[config.mk]
export PLATFORM = sky130hd
export DESIGN_NAME = bp_update
export DESIGN_NICKNAME = d
export VERILOG_FILES = /design/src/rtl/bp_update_pkg.sv /design/src/rtl/bp_update_queue.sv /design/src/rtl/bp_update.sv
export SDC_FILE = /design/constraint.sdc
export NUM_CORES = 1
export LEC_CHECK = 0
export CAP_MARGIN = 20
export CORE_UTILIZATION = 63
export DETAILED_ROUTE_END_ITERATION = 6
export PLACE_DENSITY_LB_ADDON = 0.05
export SETUP_SLACK_MARGIN = 0.02
export SYNTH_ARGS = -nofsm -noshare
export SYNTH_HDL_FRONTEND = slang
export SYNTH_SLANG_ARGS = --single-unit
[constraint.sdc]
create_clock -name clk -period 17.5 [get_ports clk]
set_input_delay 5.25 -clock clk [delete_from_list [all_inputs] [get_ports clk]]
set_output_delay 5.25 -clock clk [all_outputs]
set_load 0.03 [all_outputs]
[src/rtl/bp_update_pkg.sv]
// bp_update_pkg: shared definitions for the branch-predictor target table writer.
//   BP_AW      : table index / halfword address width
//   bp_addr_t  : one table address
//   bp_entry_t : one queued update, laid out as {pc, target}
//   addr_match : full-width address equality used by coalesce and lookup
package bp_update_pkg;

    localparam int BP_AW = 15;
    localparam int BP_EW = 2 * BP_AW;

    typedef logic [BP_AW-1:0] bp_addr_t;

    typedef struct packed {
        bp_addr_t pc;
        bp_addr_t target;
    } bp_entry_t;

    function automatic logic addr_match(input bp_addr_t a, input bp_addr_t b);
        return (a == b);
    endfunction

endpackage

[src/rtl/bp_update_queue.sv]
// bp_upd_queue: circular update queue for the target-table writer.
// Holds entry storage, head/tail pointers and occupancy count, decides whether
// a new mispredict coalesces into a queued non-head entry or goes to the tail,
// and provides a youngest-wins lookup across all queued entries.
//   clk, reset  : clock, asynchronous active-high reset
//   wr_valid    : accepted mispredict to coalesce or enqueue
//   wr_entry    : {pc, target} of that mispredict
//   pop         : drain request; honoured only when an entry is present
//   full        : count == DEPTH
//   head_valid  : count != 0
//   head_entry  : oldest entry, zero when the queue is empty
//   lk_pc       : lookup address
//   lk_hit      : lk_pc matches a queued entry
//   lk_target   : youngest matching target, zero on miss
module bp_upd_queue
    import bp_update_pkg::*;
#(
    parameter int DEPTH = 4
) (
    input  logic      clk,
    input  logic      reset,
    input  logic      wr_valid,
    input  bp_entry_t wr_entry,
    input  logic      pop,
    output logic      full,
    output logic      head_valid,
    output bp_entry_t head_entry,
    input  bp_addr_t  lk_pc,
    output logic      lk_hit,
    output bp_addr_t  lk_target
);

    localparam int PW   = $clog2(DEPTH);
    localparam int CNTW = PW + 1;
    localparam logic [PW-1:0]   PTR_ONE = PW'(1);
    localparam logic [CNTW-1:0] CNT_ONE = CNTW'(1);
    localparam logic [CNTW-1:0] CNT_MAX = CNTW'(DEPTH);

    bp_entry_t       ent_q [DEPTH];
    bp_entry_t       ent_d [DEPTH];
    logic [PW-1:0]   head_q, head_d;
    logic [PW-1:0]   tail_q, tail_d;
    logic [CNTW-1:0] count_q, count_d;

    logic            co_hit_s;
    logic [PW-1:0]   co_idx_s;
    logic            do_push_s;
    logic            do_pop_s;

    // Occupancy status and the head presented to the table write port.
    always_comb begin
        head_valid = (count_q != {CNTW{1'b0}});
        full       = (count_q == CNT_MAX);
        if (head_valid) begin
            head_entry = ent_q[head_q];
        end else begin
            head_entry = '0;
        end
    end

    // Coalesce search over non-head entries; the head is being written this cycle,
    // so updating it would be lost. Later (younger) matches override earlier ones.
    always_comb begin
        co_hit_s = 1'b0;
        co_idx_s = head_q;
        for (int k = 1; k < DEPTH; k++) begin
            if ((CNTW'(k) < count_q) &&
                addr_match(ent_q[head_q + PW'(k)].pc, wr_entry.pc)) begin
                co_hit_s = 1'b1;
                co_idx_s = head_q + PW'(k);
            end else begin
                co_hit_s = co_hit_s;
            end
        end
    end

    // Fetch-side lookup including the head; scanning oldest to youngest lets the
    // youngest match win.
    always_comb begin
        lk_hit    = 1'b0;
        lk_target = '0;
        for (int k = 0; k < DEPTH; k++) begin
            if ((CNTW'(k) < count_q) &&
                addr_match(ent_q[head_q + PW'(k)].pc, lk_pc)) begin
                lk_hit    = 1'b1;
                lk_target = ent_q[head_q + PW'(k)].target;
            end else begin
                lk_hit = lk_hit;
            end
        end
    end

    // Next-state for storage, pointers and count.
    always_comb begin
        ent_d     = ent_q;
        head_d    = head_q;
        tail_d    = tail_q;
        do_push_s = wr_valid && !co_hit_s;
        do_pop_s  = pop && head_valid;
        if (wr_valid && co_hit_s) begin
            ent_d[co_idx_s].target = wr_entry.target;
        end else begin
            ent_d[co_idx_s] = ent_q[co_idx_s];
        end
        if (do_push_s) begin
            ent_d[tail_q] = wr_entry;
            tail_d        = tail_q + PTR_ONE;
        end else begin
            tail_d = tail_q;
        end
        if (do_pop_s) begin
            head_d = head_q + PTR_ONE;
        end else begin
            head_d = head_q;
        end
        case ({do_push_s, do_pop_s})
            2'b10:   count_d = count_q + CNT_ONE;
            2'b01:   count_d = count_q - CNT_ONE;
            default: count_d = count_q;
        endcase
    end

    // Queue state registers; reset empties the queue immediately.
    always_ff @(posedge clk or posedge reset) begin
        if (reset) begin
            for (int i = 0; i < DEPTH; i++) begin
                ent_q[i] <= '0;
            end
            head_q  <= {PW{1'b0}};
            tail_q  <= {PW{1'b0}};
            count_q <= {CNTW{1'b0}};
        end else begin
            ent_q   <= ent_d;
            head_q  <= head_d;
            tail_q  <= tail_d;
            count_q <= count_d;
        end
    end

endmodule

[src/rtl/bp_update.sv]
// bp_update: writer side of the branch-predictor target table.
// Accepts resolved branches, drops correct predictions, queues mispredicted
// targets and drains one table write per cycle. Fetch can look up queued,
// not-yet-written targets. Keeps saturating branch / mispredict counters.
//   clk, reset                  : clock, asynchronous active-high reset
//   in_valid/in_ready           : resolved-branch handshake
//   in_pc/in_target/in_pred     : branch address, actual target, predicted target
//   wen/waddr/wdata             : table write port (head of queue)
//   lk_pc/lk_hit/lk_target      : fetch lookup bypass
//   br_cnt/mp_cnt               : accepted branches / accepted mispredicts
module bp_update
    import bp_update_pkg::*;
#(
    parameter int DEPTH = 4,
    parameter int CW    = 16
) (
    input  logic          clk,
    input  logic          reset,
    input  logic          in_valid,
    output logic          in_ready,
    input  logic [14:0]   in_pc,
    input  logic [14:0]   in_target,
    input  logic [14:0]   in_pred,
    output logic          wen,
    output logic [14:0]   waddr,
    output logic [14:0]   wdata,
    input  logic [14:0]   lk_pc,
    output logic          lk_hit,
    output logic [14:0]   lk_target,
    output logic [CW-1:0] br_cnt,
    output logic [CW-1:0] mp_cnt
);

    localparam logic [CW-1:0] CNT_MAX = {CW{1'b1}};
    localparam logic [CW-1:0] CNT_ONE = CW'(1);

    logic          full_s;
    logic          head_valid_s;
    logic          accept_s;
    logic          mispredict_s;
    logic          deq_s;
    bp_entry_t     wr_entry_s;
    bp_entry_t     head_entry_s;
    logic [CW-1:0] br_cnt_q, br_cnt_d;
    logic [CW-1:0] mp_cnt_q, mp_cnt_d;

    function automatic logic [CW-1:0] sat_inc(input logic [CW-1:0] v, input logic en);
        if (en && (v != CNT_MAX)) begin
            return v + CNT_ONE;
        end else begin
            return v;
        end
    endfunction

    // Every present head is written at the next edge, so it also pops then.
    assign deq_s = head_valid_s;

    bp_upd_queue #(
        .DEPTH (DEPTH)
    ) u_queue (
        .clk        (clk),
        .reset      (reset),
        .wr_valid   (mispredict_s),
        .wr_entry   (wr_entry_s),
        .pop        (deq_s),
        .full       (full_s),
        .head_valid (head_valid_s),
        .head_entry (head_entry_s),
        .lk_pc      (lk_pc),
        .lk_hit     (lk_hit),
        .lk_target  (lk_target)
    );

    // Handshake, prediction compare and write-port mapping.
    always_comb begin
        in_ready     = !full_s;
        accept_s     = in_valid && !full_s;
        mispredict_s = accept_s && (in_target != in_pred);
        wr_entry_s   = '{pc: in_pc, target: in_target};
        wen          = head_valid_s;
        waddr        = head_entry_s.pc;
        wdata        = head_entry_s.target;
        br_cnt       = br_cnt_q;
        mp_cnt       = mp_cnt_q;
    end

    // Saturating statistics next-state.
    always_comb begin
        br_cnt_d = sat_inc(br_cnt_q, accept_s);
        mp_cnt_d = sat_inc(mp_cnt_q, mispredict_s);
    end

    // Statistics counter registers.
    always_ff @(posedge clk or posedge reset) begin
        if (reset) begin
            br_cnt_q <= {CW{1'b0}};
            mp_cnt_q <= {CW{1'b0}};
        end else begin
            br_cnt_q <= br_cnt_d;
            mp_cnt_q <= mp_cnt_d;
        end
    end

endmodule

==> results of run 1 <==
where the power goes:
group | internal, uW | leakage, uW | switching, uW | total, uW
combinational | 1020 | 0.00366 | 1430 | 2450
sequential | 528 | 0.00196 | 193 | 721
clock | 232 | 0.000302 | 174 | 407
critical path: stages:
cell and delay (ns):
sky130_fd_sc_hd__clkdlybuf4s50_1 0.54, sky130_fd_sc_hd__xnor2_1 0.26, sky130_fd_sc_hd__nand4_1 0.14, sky130_fd_sc_hd__nor4_1 0.60, sky130_fd_sc_hd__nor2b_2 0.26, sky130_fd_sc_hd__buf_4 0.35, sky130_fd_sc_hd__a221oi_1 0.14, sky130_fd_sc_hd__nor3_1 0.23
sky130_fd_sc_hd__a21oi_1 0.06, sky130_fd_sc_hd__mux2i_1 0.24, sky130_fd_sc_hd__clkdlybuf4s50_1 0.72
worst max path at each step:
| stage | endpoint | cells past startpoint |
|---|---|---|
| after floorplan | lk_target[10] | 7 |
| after global placement | lk_target[13] | 11 |
| after detailed placement | lk_target[13] | 11 |
| after CTS | lk_target[13] | 11 |
| after global routing | lk_target[13] | 11 |
| final | lk_target[13] | 11 |
placed cells by master (no fill, tap or decap), types with 30 or more instances in the layout:
cell type,n
sky130_fd_sc_hd__nand4_1,49
sky130_fd_sc_hd__a221oi_1,33
sky130_fd_sc_hd__nand3_1,79
sky130_fd_sc_hd__nor2_1,117
sky130_fd_sc_hd__xnor2_1,113
sky130_fd_sc_hd__clkdlybuf4s50_1,142
sky130_fd_sc_hd__nor3_1,37
sky130_fd_sc_hd__a31oi_1,31
sky130_fd_sc_hd__mux2i_1,69
sky130_fd_sc_hd__o21ai_0,36
sky130_fd_sc_hd__inv_1,31
sky130_fd_sc_hd__dfrtp_1,157
sky130_fd_sc_hd__mux2_2,107
sky130_fd_sc_hd__xor2_1,36
sky130_fd_sc_hd__a221o_1,30
sky130_fd_sc_hd__nand2_1,111
sky130_fd_sc_hd__mux4_2,32
sequential cells by signal, indices dropped and copies added, names as in the netlist:
| register | count |
|---|---|
| u_queue.tail_q | 2 |
| u_queue.ent_q | 120 |
| br_cnt | 16 |
| mp_cnt | 16 |
| u_queue.count_q | 3 |
| u_queue.head_q | 2 |
metrics by stage:
stage / total power [uW] / hold WS [ns] / area, sq um / cells
4_1_cts: 3500 / 0.496 / 15200 / 1781
2_1_floorplan: 2400 / 0.482 / 13200 / 1444
3_5_place_dp: 3070 / 0.479 / 14600 / 1749
5_1_grt: 3740 / 0.511 / 15200 / 1784
6_report: 3580 / 0.491 / 15200 / 1784
3_3_place_gp: 3030 / 0.472 / 14600 / 1749
routing by layer:
layer | track usage | up-vias | wire, microns
met2 | 0.595 | 876 | 18800
met5 | 0 | - | 0
met3 | 0.0885 | 163 | 4990
li1 | - | 5443 | -
met1 | 0.551 | 5999 | 16900
met4 | 0.161 | 0 | 1600
area by class of cell:
class | instances | area (sq um) | share of cell area
multi-input cells | 1126 | 8570 | 0.563
flip-flops and latches | 159 | 3990 | 0.262
repair buffers | 163 | 1590 | 0.104
clock buffers | 19 | 443 | 0.0291
well taps | 270 | 338 | 0.0222
clock inverters | 13 | 178 | 0.0117
inverters | 34 | 133 | 0.00870
logic make-up (layout without fill, tap and decap cells):
kind of cell             Yosys count  count (layout)  share of synthesized area
AND/OR/NAND/NOR                  519             519                      0.200
multiplexers                     213             213                      0.204
flip-flops                       159             159                      0.301
XOR/XNOR                         150             150                      0.100
AO/OA/AOI/OAI                    233             233                      0.131
adder cells (fa/ha/maj)           11              11                     0.0104
buffers and inverters            159             229                     0.0535
==> results.txt, run 1 <==
----------------------------------------------------
[Route]
  Violation count after the first detailed-route iteration ... 1599
  Remaining routing DRC violations ... 1
  Total number of vias ... 12500
  Number of iterations in the first detailed-routing pass ... 7
  Post-route antenna net violation count ... 0
  Vias per inst ... roughly 7
  Final WL ... 42300 microns
  Average wire length per cell after detail routing ... 23.7 microns

[Setup path]
  Worst R2R Setup Slack ... 10.69 ns
  Arrival time at the worst endpoint ... 8.79 ns
  Maximum fanout count along the critical path ... 30
  Element type at the critical path end ... output port
  End of the worst register-to-register path ... u_queue.ent_q[9]$_DFF_PP0_
  Required time of the critical path ... 12.25 ns
  Launching element type of the critical path ... input port
  Worst-case reg-to-reg path depth ... 14
  RR Startpoint ... u_queue.head_q[1]$_DFFE_PP0N_
  Worst Setup SP ... lk_pc[11]
  Kind of critical path ... input port to output port

[Finish]
  Proportion of layout cells with a drive suffix above 1 ... 0.149
  Final core utilization ... 0.748
  Number of antenna repair diodes ... 0
  Final-stage net count ... 1575
  Filler Cell Count ... between 1000 and 1500
  Area grow syn2layout ... 15.4%

[Die]
  Num ports ... 143
  Initial standard-cell utilization of the core ... 0.648
  Core area ... 20400 sq um
  Die X-Extent ... 147 microns
  Height of the die ... ~150 microns
  Number of rows in the core area ... 52
  Die Footprint ... ~22000 sq um

[Logic synthesis]
  Total number of yosys warnings ... 0
  Largest cells by area after synthesis ... sky130_fd_sc_hd__dfrtp_1, sky130_fd_sc_hd__mux2_2, sky130_fd_sc_hd__xnor2_1
  Number of enable-type register cells in the synthesized netlist ... 0
  Number of cells produced by synthesis ... 1444
  Yosys top cell area share ... 0.301
  Largest area contributor in the netlist ... sky130_fd_sc_hd__dfrtp_1
  Most instantiated library cell after synthesis ... sky130_fd_sc_hd__dfrtp_1
  Post-synthesis net count ... around 1500
  Share of async-settable or async-resettable flops after synthesis ... 1.00
  Mean instance size in the synthesized netlist ... a little over 9 sq um
  Summed instance area of the synthesized netlist ... 13200 sq um
  Prevailing post-synth register cell ... sky130_fd_sc_hd__dfrtp_1
  Top cells by instance count after synthesis ... sky130_fd_sc_hd__dfrtp_1, sky130_fd_sc_hd__nor2_1, sky130_fd_sc_hd__xnor2_1, sky130_fd_sc_hd__nand2_1, sky130_fd_sc_hd__mux2_2
  Sequential fraction of the synthesis area ... 0.301
  Yosys reg bits ... 159
  Number of unique standard cell types used by synthesis ... 79

[Clock tree]
  # resized after CTS ... 0
  Insertion delay of the later-clocked pin in the worst-skew pair ... around 0.44 ns
  Clock tree from TritonCTS ... built
  Num Clock Sinks ... 159
  H-tree levels ... 4
  Inserted Clock Buffers ... 17
  Buffers from clock root to sink, at most ... 2
  # Post-CTS Setup Buffers ... 0
  Clock transition at the registers of the reported paths ... approximately 0.07 ns
  Post-CTS Hold Buffers ... 0
  Root Buffer ... sky130_fd_sc_hd__clkbuf_16

[Worst hold path]
  Min-Delay Startpoint ... mp_cnt[14]$_DFFE_PP0P_
  Hold-critical path depth ... 1
  Type of the worst min-delay path ... flip-flop to flip-flop
  Worst-case hold path end point ... mp_cnt[14]$_DFFE_PP0P_

[Placed design]
  Routability-driven placement congestion ratio ... 0.989
  Pre-CTS WS ... around 3.6 ns
  HPWL reported at the end of detailed placement ... between 20000 and 30000 microns
  Number of port buffers ... 142

[STA]
  Worst setup slack after layout ... 3.46 ns
  RSZ-0062 raised after global routing ... no
  Final number of max-transition violations ... 0
  Total Neg Setup Slack ... 0 ns
  Worst clock skew ... 0.0107 ns
  Final worst-path cycle share ... 0.802
  Final critical delay including setup and external delays ... roughly 14 ns
  Transition time at the pin with the least slew margin ... ~1.1 ns
  Normalized max-slew margin ... 0.239
  Maximum clock frequency ... approximately 71 MHz
  Setup violation total in the final timing report ... 0
  Hold violation count in the final report ... 0

[Power and ir drop]
  Cell leakage power ... between 0.005 and 0.006 uW
  Power per unit of standard cell area ... about 230 nW/um^2
  Max rail drop VDD ... between 100 and 150 uV

[Global route]
  Maximum number of pins on one net before global-route repair ... 85
  Aggregate global routing overflow ... 0
  Via count of the first global-routing pass ... 11800
  Global router's overall resource usage ... 0.395
  Antenna violations before repair ... 0
  Wire length of the first global-routing pass ... 66200 microns

[Outcome]
  Violations in the final reports ... design-rule violations
  Status ... finished with violations

[Job]
  Number of max-cap violations ... 0

----------------------------------------------------
Power figures use the tool's default switching activity.
==> inputs of run 2 (changes only) <==
Settings changed: CORE_UTILIZATION 63 to 53.
Clock period 17.5 ns to 12.5 ns, I/O delays scaled along.
==> results.txt, run 2 (synthesized netlist as in run 1, its figures left out) <==
----------------------------------------------------
[Finish]
  Leading cell types in the layout, fill and taps excluded ... sky130_fd_sc_hd__dfrtp_1, sky130_fd_sc_hd__clkdlybuf4s50_1, sky130_fd_sc_hd__nor2_1 (unchanged)
  Combined flip-flop and latch cell area ... 3990 sq um (unchanged)
  Filler Cell Count ... 2197 (was 1498)
  Multi-input combinational cell area ... 8570 sq um (about the same)
  Number of antenna repair diodes ... 0 (unchanged)
  Most common library cell in the layout ignoring fill and taps ... sky130_fd_sc_hd__dfrtp_1 (unchanged)
  Number of flip-flops in the largest register ... 120 (unchanged)
  Area grow syn2layout ... 15.5% (was 15.4%)
  Register with the highest flop count ... u_queue.ent_q (unchanged)
  Proportion of layout cells with a drive suffix above 1 ... 0.149 (about the same)
  Final-stage net count ... 1576 (was 1575)

[STA]
  Hold violation count in the final report ... 0 (unchanged)
  Normalized max-slew margin ... 0.210 (was 0.239)
  Total Neg Setup Slack ... 0 ns (unchanged)
  Final worst-path cycle share ... 0.886
  Final number of max-transition violations ... 0 (unchanged)
  Worst clock skew ... 0.0164 ns (was 0.0107 ns)
  Maximum clock frequency ... between 90 and 100 MHz
  Final critical delay including setup and external delays ... roughly 11 ns
  Transition time at the pin with the least slew margin ... 1.18 ns (was 1.14 ns)
  RSZ-0062 raised after global routing ... no (unchanged)
  Setup violation total in the final timing report ... 0 (unchanged)

[Setup path]
  Timing endpoint of the critical path ... lk_target[1] (was lk_target[13])
  Worst-case reg-to-reg path depth ... 12 (was 14)
  Buffer and inverter count on the worst path ... 3 (unchanged)
  Element type at the critical path end ... output port (unchanged)
  Delay contributed by the slowest stage of the critical path ... 0.76 ns (was 0.72 ns)
  Worst Setup SP ... lk_pc[11] (unchanged)
  Worst R2R Setup Slack ... 6.29 ns (was 10.69 ns)
  Launching element type of the critical path ... input port (unchanged)
  Number of cells on the critical path ... 11 (unchanged)
  End of the worst register-to-register path ... u_queue.ent_q[69]$_DFF_PP0_ (was u_queue.ent_q[9]$_DFF_PP0_)
  Maximum fanout count along the critical path ... 18 (was 30)
  CP max-delay cell ... sky130_fd_sc_hd__clkdlybuf4s50_1 (unchanged)
  Crit path cell chain ... clkdlybuf4s50_1, xnor2_1, nand4_1, nor4_1, nor2b_2, buf_4, a221oi_1, nor3_1, a21oi_1, mux2i_1, clkdlybuf4s50_1 (unchanged)
  Kind of cell with the highest combined delay on the critical path ... buffers and inverters (unchanged)
  Kind of critical path ... input port to output port (unchanged)
  RR Startpoint ... u_queue.head_q[0]$_DFFE_PP0N_ (was u_queue.head_q[1]$_DFFE_PP0N_)
  CP most frequent cell ... sky130_fd_sc_hd__clkdlybuf4s50_1 (unchanged)
  Arrival time at the worst endpoint ... 7.33 ns (was 8.79 ns)
  Required time of the critical path ... 8.75 ns (was 12.25 ns)

[Die]
  Num ports ... 143 (unchanged)
  Die Footprint ... 25500 sq um (was 21500 sq um)
  Initial standard-cell utilization of the core ... 0.541 (was 0.648)
  Number of rows in the core area ... 57 (was 52)
  Core area ... 24400 sq um (was 20400 sq um)
  Die X-Extent ... 160 microns (was 147 microns)
  Height of the die ... 160 microns (was 147 microns)

[Global route]
  Aggregate global routing overflow ... 0 (unchanged)
  Maximum number of pins on one net before global-route repair ... 90 (was 85)
  Global router's overall resource usage ... 0.335 (was 0.395)
  Antenna violations before repair ... 0 (unchanged)
  Via count of the first global-routing pass ... 11700 (was 11800)
  Wire length of the first global-routing pass ... 66800 microns (was 66200 microns)

[Clock tree]
  Num Clock Sinks ... 159 (unchanged)
  Inserted Clock Buffers ... 17 (unchanged)
  # resized after CTS ... 0 (unchanged)
  Insertion delay of the later-clocked pin in the worst-skew pair ... 0.43 ns (was 0.44 ns)
  Clock tree from TritonCTS ... built (unchanged)
  Buffers from clock root to sink, at most ... 2 (unchanged)
  Root Buffer ... sky130_fd_sc_hd__clkbuf_16 (unchanged)
  Post-CTS Hold Buffers ... 0 (unchanged)
  H-tree levels ... 4 (unchanged)
  # Post-CTS Setup Buffers ... 0 (unchanged)
  Clock transition at the registers of the reported paths ... 0.07 ns (about the same)

[Worst hold path]
  Type of the worst min-delay path ... flip-flop to flip-flop (unchanged)

[Placed design]
  HPWL reported at the end of detailed placement ... 28800 microns (was 27900 microns)
  Number of port buffers ... 142 (unchanged)
  Routability-driven placement congestion ratio ... 0.953 (was 0.989)

[Power and ir drop]
  Max rail drop VDD ... 167 uV (was 113 uV)
  Power per unit of standard cell area ... 323 nW/um^2 (was 235 nW/um^2)
  Cell leakage power ... 0.00589 uW (was 0.00592 uW)
  PnR Total Power ... 4930 uW (was 3580 uW)

[Route]
  Number of iterations in the first detailed-routing pass ... 6 (was 7)
  Remaining routing DRC violations ... 0 (was 1)
  Average wire length per cell after detail routing ... 23.0 microns (was 23.7 microns)
  Violation count after the first detailed-route iteration ... 1362 (was 1599)
  Post-route antenna net violation count ... 0 (unchanged)
  Total number of vias ... 12200 (was 12500)
  Vias per inst ... 6.61 (was 7.00)
  Final WL ... 42400 microns (was 42300 microns)

[Job]
  Number of max-cap violations ... 0 (unchanged)

[Outcome]
  Status ... finished clean (was finished with violations)

----------------------------------------------------
==> run 2: metal layers <==
| metal | vias to the layer above | global-route usage | wire, microns |
|---|---|---|---|
| met5 | - | 0 | 0 |
| met4 | 0 | 0.105 | 828 |
| met3 | 70 | 0.0390 | 3640 |
| met2 | 686 | 0.526 | 19300 |
| met1 | 5972 | 0.484 | 18700 |
| li1 | 5432 | - | - |
==> run 2: worst min-delay path by stage <==
stage,cells after the start,slack (ns),start,endpoint
global route,1,0.52,br_cnt[15]$_DFFE_PP0P_,br_cnt[15]$_DFFE_PP0P_
detailed placement,1,0.48,mp_cnt[14]$_DFFE_PP0P_,mp_cnt[14]$_DFFE_PP0P_
finish,1,0.49,mp_cnt[5]$_DFFE_PP0P_,mp_cnt[5]$_DFFE_PP0P_
floorplan,2,0.48,u_queue.ent_q[24]$_DFF_PP0_,u_queue.ent_q[24]$_DFF_PP0_
global placement,1,0.47,mp_cnt[5]$_DFFE_PP0P_,mp_cnt[5]$_DFFE_PP0P_
CTS,1,0.49,mp_cnt[5]$_DFFE_PP0P_,mp_cnt[5]$_DFFE_PP0P_
==> run 2: area by class of cell <==
type | count | area share
Clock buffer | 19 | 0.0290
Timing Repair Buffer | 164 | 0.104
Sequential cell | 159 | 0.261
Tap cell | 324 | 0.0266
Inverter | 34 | 0.00870
Clock inverter | 13 | 0.00821
Multi-Input combinational cell | 1126 | 0.562
==> run 2: per-stage QoR <==
step	hold WS (ns)	std cells	setup slack [ns]	utilization	area (sq um)
2_1_floorplan	0.482	1444	2.63	-	13200
3_5_place_dp	0.481	1807	1.52	0.602	14700
3_3_place_gp	0.474	1807	1.55	0.602	14700
6_report	0.488	1839	1.42	0.625	15200
5_1_grt	0.519	1839	1.33	0.625	15200
4_1_cts	0.495	1839	1.53	0.625	15200
==> run 2: report_power, final <==
part           total, uW  switching (uW)  internal, uW  leakage [uW]
Sequential          1010             269           740       0.00196
Combinational       3400            1980          1420       0.00367
Clock                517             248           268      0.000269
